$ cat config.mk
export PLATFORM = sky130hd
export DESIGN_NAME = lane_collision_flat
export DESIGN_NICKNAME = d
export VERILOG_FILES = /design/src/rtl/lane_collision_if.sv /design/src/rtl/lane_collision.sv /design/src/flat_wrapper.sv
export SDC_FILE = /design/constraint.sdc
export NUM_CORES = 1
export LEC_CHECK = 0
export ABC_AREA = 1
export CORE_AREA = 2 2 52 79
export DETAILED_ROUTE_END_ITERATION = 10
export DIE_AREA = 0 0 54 81
export MAX_ROUTING_LAYER = met4
export PLACE_DENSITY = 0.78
export SYNTH_ARGS = -nofsm -noshare
export SYNTH_HDL_FRONTEND = slang
export SYNTH_SLANG_ARGS = --single-unit
export TNS_END_PERCENT = 10
$ cat constraint.sdc
create_clock -name clk -period 2.1 [get_ports clk]
set_clock_uncertainty 0.05 [all_clocks]
set_input_delay 0.21 -clock clk [delete_from_list [all_inputs] [get_ports clk]]
set_output_delay 0.21 -clock clk [all_outputs]
set_load 0.02 [all_outputs]
$ cat src/rtl/lane_collision_if.sv
// Lane collision bus: car-lane occupancy and frog position in, hit/status/display row out.
interface lane_collision_if;
    logic [15:0] car_pixels;
    logic [3:0]  frog_col;
    logic        frog_on_row;
    logic        restart;
    logic        hit;
    logic        game_over;
    logic [1:0]  lives;
    logic [15:0] row_pixels;

    modport master (
        output car_pixels, frog_col, frog_on_row, restart,
        input  hit, game_over, lives, row_pixels
    );

    modport slave (
        input  car_pixels, frog_col, frog_on_row, restart,
        output hit, game_over, lives, row_pixels
    );
endinterface

$ cat src/rtl/lane_collision.sv
// Frog-versus-car collision tracker for one lane: lives, invulnerability window,
// game-over latch and the merged display row with a blinking frog during recovery.
module lane_collision #(
    parameter int LIVES          = 3,
    parameter int RECOVER_CYCLES = 512,
    parameter int BLINK_BIT      = 5
) (
    input  logic             clk,
    input  logic             reset,
    lane_collision_if.slave  bus
);
    localparam int CW = 16;
    localparam logic [1:0]    LIVES_INIT   = 2'(LIVES);
    localparam logic [CW-1:0] RECOVER_LOAD = CW'(RECOVER_CYCLES - 1);

    typedef enum logic [1:0] {
        ST_PLAY    = 2'd0,
        ST_HIT     = 2'd1,
        ST_RECOVER = 2'd2,
        ST_DEAD    = 2'd3
    } state_t;

    state_t        state_q, state_d;
    logic [1:0]    lives_q, lives_d;
    logic [CW-1:0] cnt_q, cnt_d;
    logic          hit_q, hit_d;
    logic          game_over_q, game_over_d;

    logic          collision_s;
    logic          show_frog_s;
    logic [15:0]   frog_mask_s;

    assign collision_s = bus.frog_on_row & bus.car_pixels[bus.frog_col];

    // Next-state, lives and recovery-counter logic; outputs decoded from the next state.
    always_comb begin
        state_d = state_q;
        lives_d = lives_q;
        cnt_d   = cnt_q;
        case (state_q)
            ST_PLAY: begin
                if (collision_s) begin
                    state_d = ST_HIT;
                    lives_d = (lives_q != 2'd0) ? (lives_q - 2'd1) : 2'd0;
                end else begin
                    state_d = ST_PLAY;
                end
            end
            ST_HIT: begin
                if (lives_q == 2'd0) begin
                    state_d = ST_DEAD;
                end else begin
                    state_d = ST_RECOVER;
                    cnt_d   = RECOVER_LOAD;
                end
            end
            ST_RECOVER: begin
                // A collision on the final recovery cycle is deliberately not seen.
                if (cnt_q == {CW{1'b0}}) begin
                    state_d = ST_PLAY;
                end else begin
                    cnt_d = cnt_q - {{(CW-1){1'b0}}, 1'b1};
                end
            end
            ST_DEAD: begin
                if (bus.restart) begin
                    state_d = ST_PLAY;
                    lives_d = LIVES_INIT;
                end else begin
                    state_d = ST_DEAD;
                end
            end
            default: begin
                state_d = ST_PLAY;
                lives_d = LIVES_INIT;
                cnt_d   = {CW{1'b0}};
            end
        endcase
        hit_d       = (state_d == ST_HIT);
        game_over_d = (state_d == ST_DEAD);
    end

    // State and registered status outputs, cleared asynchronously on reset.
    always_ff @(posedge clk or posedge reset) begin
        if (reset) begin
            state_q     <= ST_PLAY;
            lives_q     <= LIVES_INIT;
            cnt_q       <= {CW{1'b0}};
            hit_q       <= 1'b0;
            game_over_q <= 1'b0;
        end else begin
            state_q     <= state_d;
            lives_q     <= lives_d;
            cnt_q       <= cnt_d;
            hit_q       <= hit_d;
            game_over_q <= game_over_d;
        end
    end

    assign frog_mask_s = 16'd1 << bus.frog_col;

    // Frog marker visibility: solid in PLAY/HIT, blinking in RECOVER, removed in DEAD.
    always_comb begin
        show_frog_s = 1'b0;
        case (state_q)
            ST_PLAY:    show_frog_s = bus.frog_on_row;
            ST_HIT:     show_frog_s = bus.frog_on_row;
            ST_RECOVER: show_frog_s = bus.frog_on_row & cnt_q[BLINK_BIT];
            ST_DEAD:    show_frog_s = 1'b0;
            default:    show_frog_s = 1'b0;
        endcase
    end

    assign bus.row_pixels = show_frog_s ? (bus.car_pixels | frog_mask_s) : bus.car_pixels;
    assign bus.hit        = hit_q;
    assign bus.game_over  = game_over_q;
    assign bus.lives      = lives_q;
endmodule

$ cat src/flat_wrapper.sv
// flat-port wrapper written by rule: the top's interface ports become plain ports
module lane_collision_flat 
#(
    parameter int LIVES          = 3,
    parameter int RECOVER_CYCLES = 512,
    parameter int BLINK_BIT      = 5
)
  (clk, reset, bus_car_pixels, bus_frog_col, bus_frog_on_row, bus_restart, bus_hit, bus_game_over, bus_lives, bus_row_pixels);
  lane_collision_if bus_i ();
  input  logic clk;
  input  logic reset;
  input wire logic [$bits(bus_i.car_pixels)-1:0] bus_car_pixels;
  input wire logic [$bits(bus_i.frog_col)-1:0] bus_frog_col;
  input wire logic [$bits(bus_i.frog_on_row)-1:0] bus_frog_on_row;
  input wire logic [$bits(bus_i.restart)-1:0] bus_restart;
  output wire logic [$bits(bus_i.hit)-1:0] bus_hit;
  output wire logic [$bits(bus_i.game_over)-1:0] bus_game_over;
  output wire logic [$bits(bus_i.lives)-1:0] bus_lives;
  output wire logic [$bits(bus_i.row_pixels)-1:0] bus_row_pixels;
  assign bus_i.car_pixels = bus_car_pixels;
  assign bus_i.frog_col = bus_frog_col;
  assign bus_i.frog_on_row = bus_frog_on_row;
  assign bus_i.restart = bus_restart;
  assign bus_hit = bus_i.hit;
  assign bus_game_over = bus_i.game_over;
  assign bus_lives = bus_i.lives;
  assign bus_row_pixels = bus_i.row_pixels;
  lane_collision #(.LIVES(LIVES), .RECOVER_CYCLES(RECOVER_CYCLES), .BLINK_BIT(BLINK_BIT)) u_core (.clk(clk), .reset(reset), .bus(bus_i));
endmodule
==> impl_metrics.env, run 1 <==
export IMPL_grt_usage_pct=24.0
export IMPL_num_vias=1828
export IMPL_hold_viol=0
export IMPL_maxSlewHeadroom_pct=80.7
export IMPL_area_growth_pct=33.3
export IMPL_syn_avg_cell_area_um2=6.80
export IMPL_io_buffers=43
export IMPL_final_nets=349
export IMPL_maxSlewViolCount=0
export IMPL_gp_congestion=0.894
export IMPL_antenna_found_initial=0
export IMPL_synth_edff_count=0
export IMPL_syn_area_um2=1760
export IMPL_synth_ff_latch_count=22
export IMPL_cts_tree="built"
export IMPL_synth_async_reset_ratio_pct=100
export IMPL_hold_path_class="input port to async pin"
export IMPL_post_place_ws_ns=-0.168
export IMPL_drt_first_pass_iters=4
export IMPL_place_area_um2=2340
export IMPL_cts_num_sinks=22
export IMPL_critPathSlowestCell="dfrtp_1"
export IMPL_routed_wl_um=4630
export IMPL_layout_cells_most_common="nand2_1"
export IMPL_synth_compound_area_share_pct=15.6
export IMPL_grt_pass1_vias=1755
export IMPL_cts_buffers=3
export IMPL_p_per_area_nw_per_um2=897
export IMPL_drc=0
export IMPL_n_antenna_cell=0
export IMPL_synthAdderAreaFrac_pct=4.26
export IMPL_crit_chain="inv_1 > ha_1 > inv_1 > nand2_1 > o211ai_1 > buf_4 > o21ai_0 > clkbuf_2"
export IMPL_grt_max_degree=23
export IMPL_p_total_uw=2110
export IMPL_clockRootBuffer="clkbuf_8"
export IMPL_avgRoutedWirePerCell_um=12.7
export IMPL_final_util_pct=62.0
export IMPL_cts_htree_levels=1
export IMPL_arrival_ns=1.70
export IMPL_die_area_um2=4370
export IMPL_max_freq_mhz=510
export IMPL_num_io_pins=44
export IMPL_finalInstanceArea_um2=2350
export IMPL_clkTransAtPathRegs_ns=0.09
export IMPL_synth_simple_gate_area_share_pct=38.5
export IMPL_power_leakage_uw=0.00112
export IMPL_synthMuxAreaShare_pct=0
export IMPL_avgViaCountPerCell=5.04
export IMPL_crit_family="buffers and inverters"
export IMPL_ys_warn_count=0
export IMPL_cp_end_kind="output port"
export IMPL_worstPathRequired_ns=1.84
export IMPL_placementRows=28
export IMPL_final_cells=363
export IMPL_fp_dieW_um=54
export IMPL_detailed_place_hpwl_um=3680
export IMPL_cts_hold_buffers=0
export IMPL_setup_viol=0
export IMPL_outcome="finished clean"
export IMPL_drt_iter0_drc=42
export IMPL_tightest_slew_ns=0.288
export IMPL_mostFrequentLayoutCells="nand2_1, nand3_1, nor2_1"
export IMPL_vdd_drop_max_uv=1020
export IMPL_ant_nets=0
export IMPL_synthDistinctLibCells=31
export IMPL_crit_buf_inv=4
export IMPL_placed_cells=358
export IMPL_synth_top_family_by_area="simple AND/OR/NAND/NOR gates"
export IMPL_clock_latency_ns=0.26
export IMPL_maxCapViolCount=0
export IMPL_cpMostUsedCell="inv_1"
export IMPL_core_area_um2=3780
export IMPL_slowest_delay_ns=0.43
export IMPL_yosys_area_share_xor_xnor_pct=1.99
export IMPL_cp_start_kind="flop"
export IMPL_postSynthCellCount=259
export IMPL_clockBufferDepth=2
export IMPL_grt_pass1_wl_um=7690
export IMPL_fin_ws_ns=0.140
export IMPL_drive_above_1_share_pct=17.9
export IMPL_fin_crit_sh_pct=93.3
export IMPL_period_needed_ns=1.96
export IMPL_cp_max_fo=16
export IMPL_synth_flop_cell="dfrtp_1"
export IMPL_rsz0062_at_grt="false"
export IMPL_initial_core_util_pct=46.5
export IMPL_syn_num_nets=289
export IMPL_dieHeight_um=81
export IMPL_overflow=0
export IMPL_path_class="flop to output port"
export IMPL_ys_seq_area_share_pct=31.4
==> state kept, by name (all words and copies together) (netlist names) <==
register / count
u_core.bus.game_over: 1
u_core.bus.hit: 1
u_core.bus.lives: 2
u_core.cnt_q: 16
u_core.state_q: 2
==> worst min-delay path: cells and delay by family <==
family | cells | cell delay [ns]
buf+inv | 3 | 0.73
==> cell usage after synthesis (3+ instances only) <==
cell,n,share of area [%]
a31oi_1,3,1.1
o21ai_0,13,3.7
dfrtp_1,20,28
nand3_1,34,9.7
ha_1,6,4.3
a21oi_1,5,1.4
nand2_1,70,15
inv_2,4,0.85
nand2_2,3,1.1
inv_1,23,4.9
nand2_4,3,1.9
o21bai_1,14,6.0
xor2_1,4,2.0
nor2_1,29,6.2
nor2_4,3,1.9
==> path summary, 6_finish.rpt <==
check                                  endpoint  slack (ns)              start  cells after the start
min in group clk                u_core.cnt_q[0]        0.42    u_core.cnt_q[0]                      1
hold / removal             u_core.bus.game_over        0.23              reset                      3
setup / recovery             bus_row_pixels[12]        0.14  u_core.state_q[0]                      8
hold reg to reg                 u_core.cnt_q[0]        0.42    u_core.cnt_q[0]                      1
max in group asynchronous   u_core.bus.lives[0]        1.50              reset                      3
setup reg to reg                u_core.cnt_q[8]        0.18  u_core.state_q[0]                     10
==> kinds of logic (layout without fill, tap and decap cells) <==
kind of cell | count (synthesis) | count (layout)
adder cells (fa/ha/maj) | 6 | 6
AO/OA/AOI/OAI | 43 | 43
XOR/XNOR | 4 | 4
AND/OR/NAND/NOR | 149 | 149
buffers and inverters | 35 | 94
flip-flops | 22 | 22
==> layout make-up <==
cell class | instances | area [um^2]
Inverter | 29 | 109
Tap cell | 45 | 56.3
Fill cell | 357 | 1440
Clock buffer | 3 | 41.3
Timing Repair Buffer | 61 | 485
Sequential cell | 22 | 553
Multi-Input combinational cell | 202 | 1070
Clock inverter | 1 | 30.0
==> repair_timing <==
action                     in CTS  in global routing
setup endpoints to repair      16                 25
buffers inserted                0                  1
gates resized for setup        31                 23
pin swaps                       0                  1
==> stage by stage <==
step / TNS [ns] / hold WS [ns]
after floorplan: 0 / 0.148
after detailed placement: -1.70 / 0.414
final: 0 / 0.230
after global routing: 0 / 0.277
after global placement: -1.40 / 0.406
after CTS: 0 / 0.234
==> layer usage <==
metal / track usage (%) / routed length [um]
met1: 26.3 / 1900
met2: 45.0 / 2510
met3: 2.21 / 156
met4: 5.75 / 61
met5: - / 0
==> where the power goes <==
group | internal (uW) | switching, uW
clock | 254 | 137
combinational | 425 | 750
sequential | 495 | 42.6
total | 1170 | 930
(Power assumes the default switching activity.)
==> inputs of run 2 (changes only) <==
ABC_CLOCK_PERIOD_IN_PS = 2100   (was default)
==> results of run 2 <==
Same layout as run 1: the final DEF is identical, and so are final timing and power.
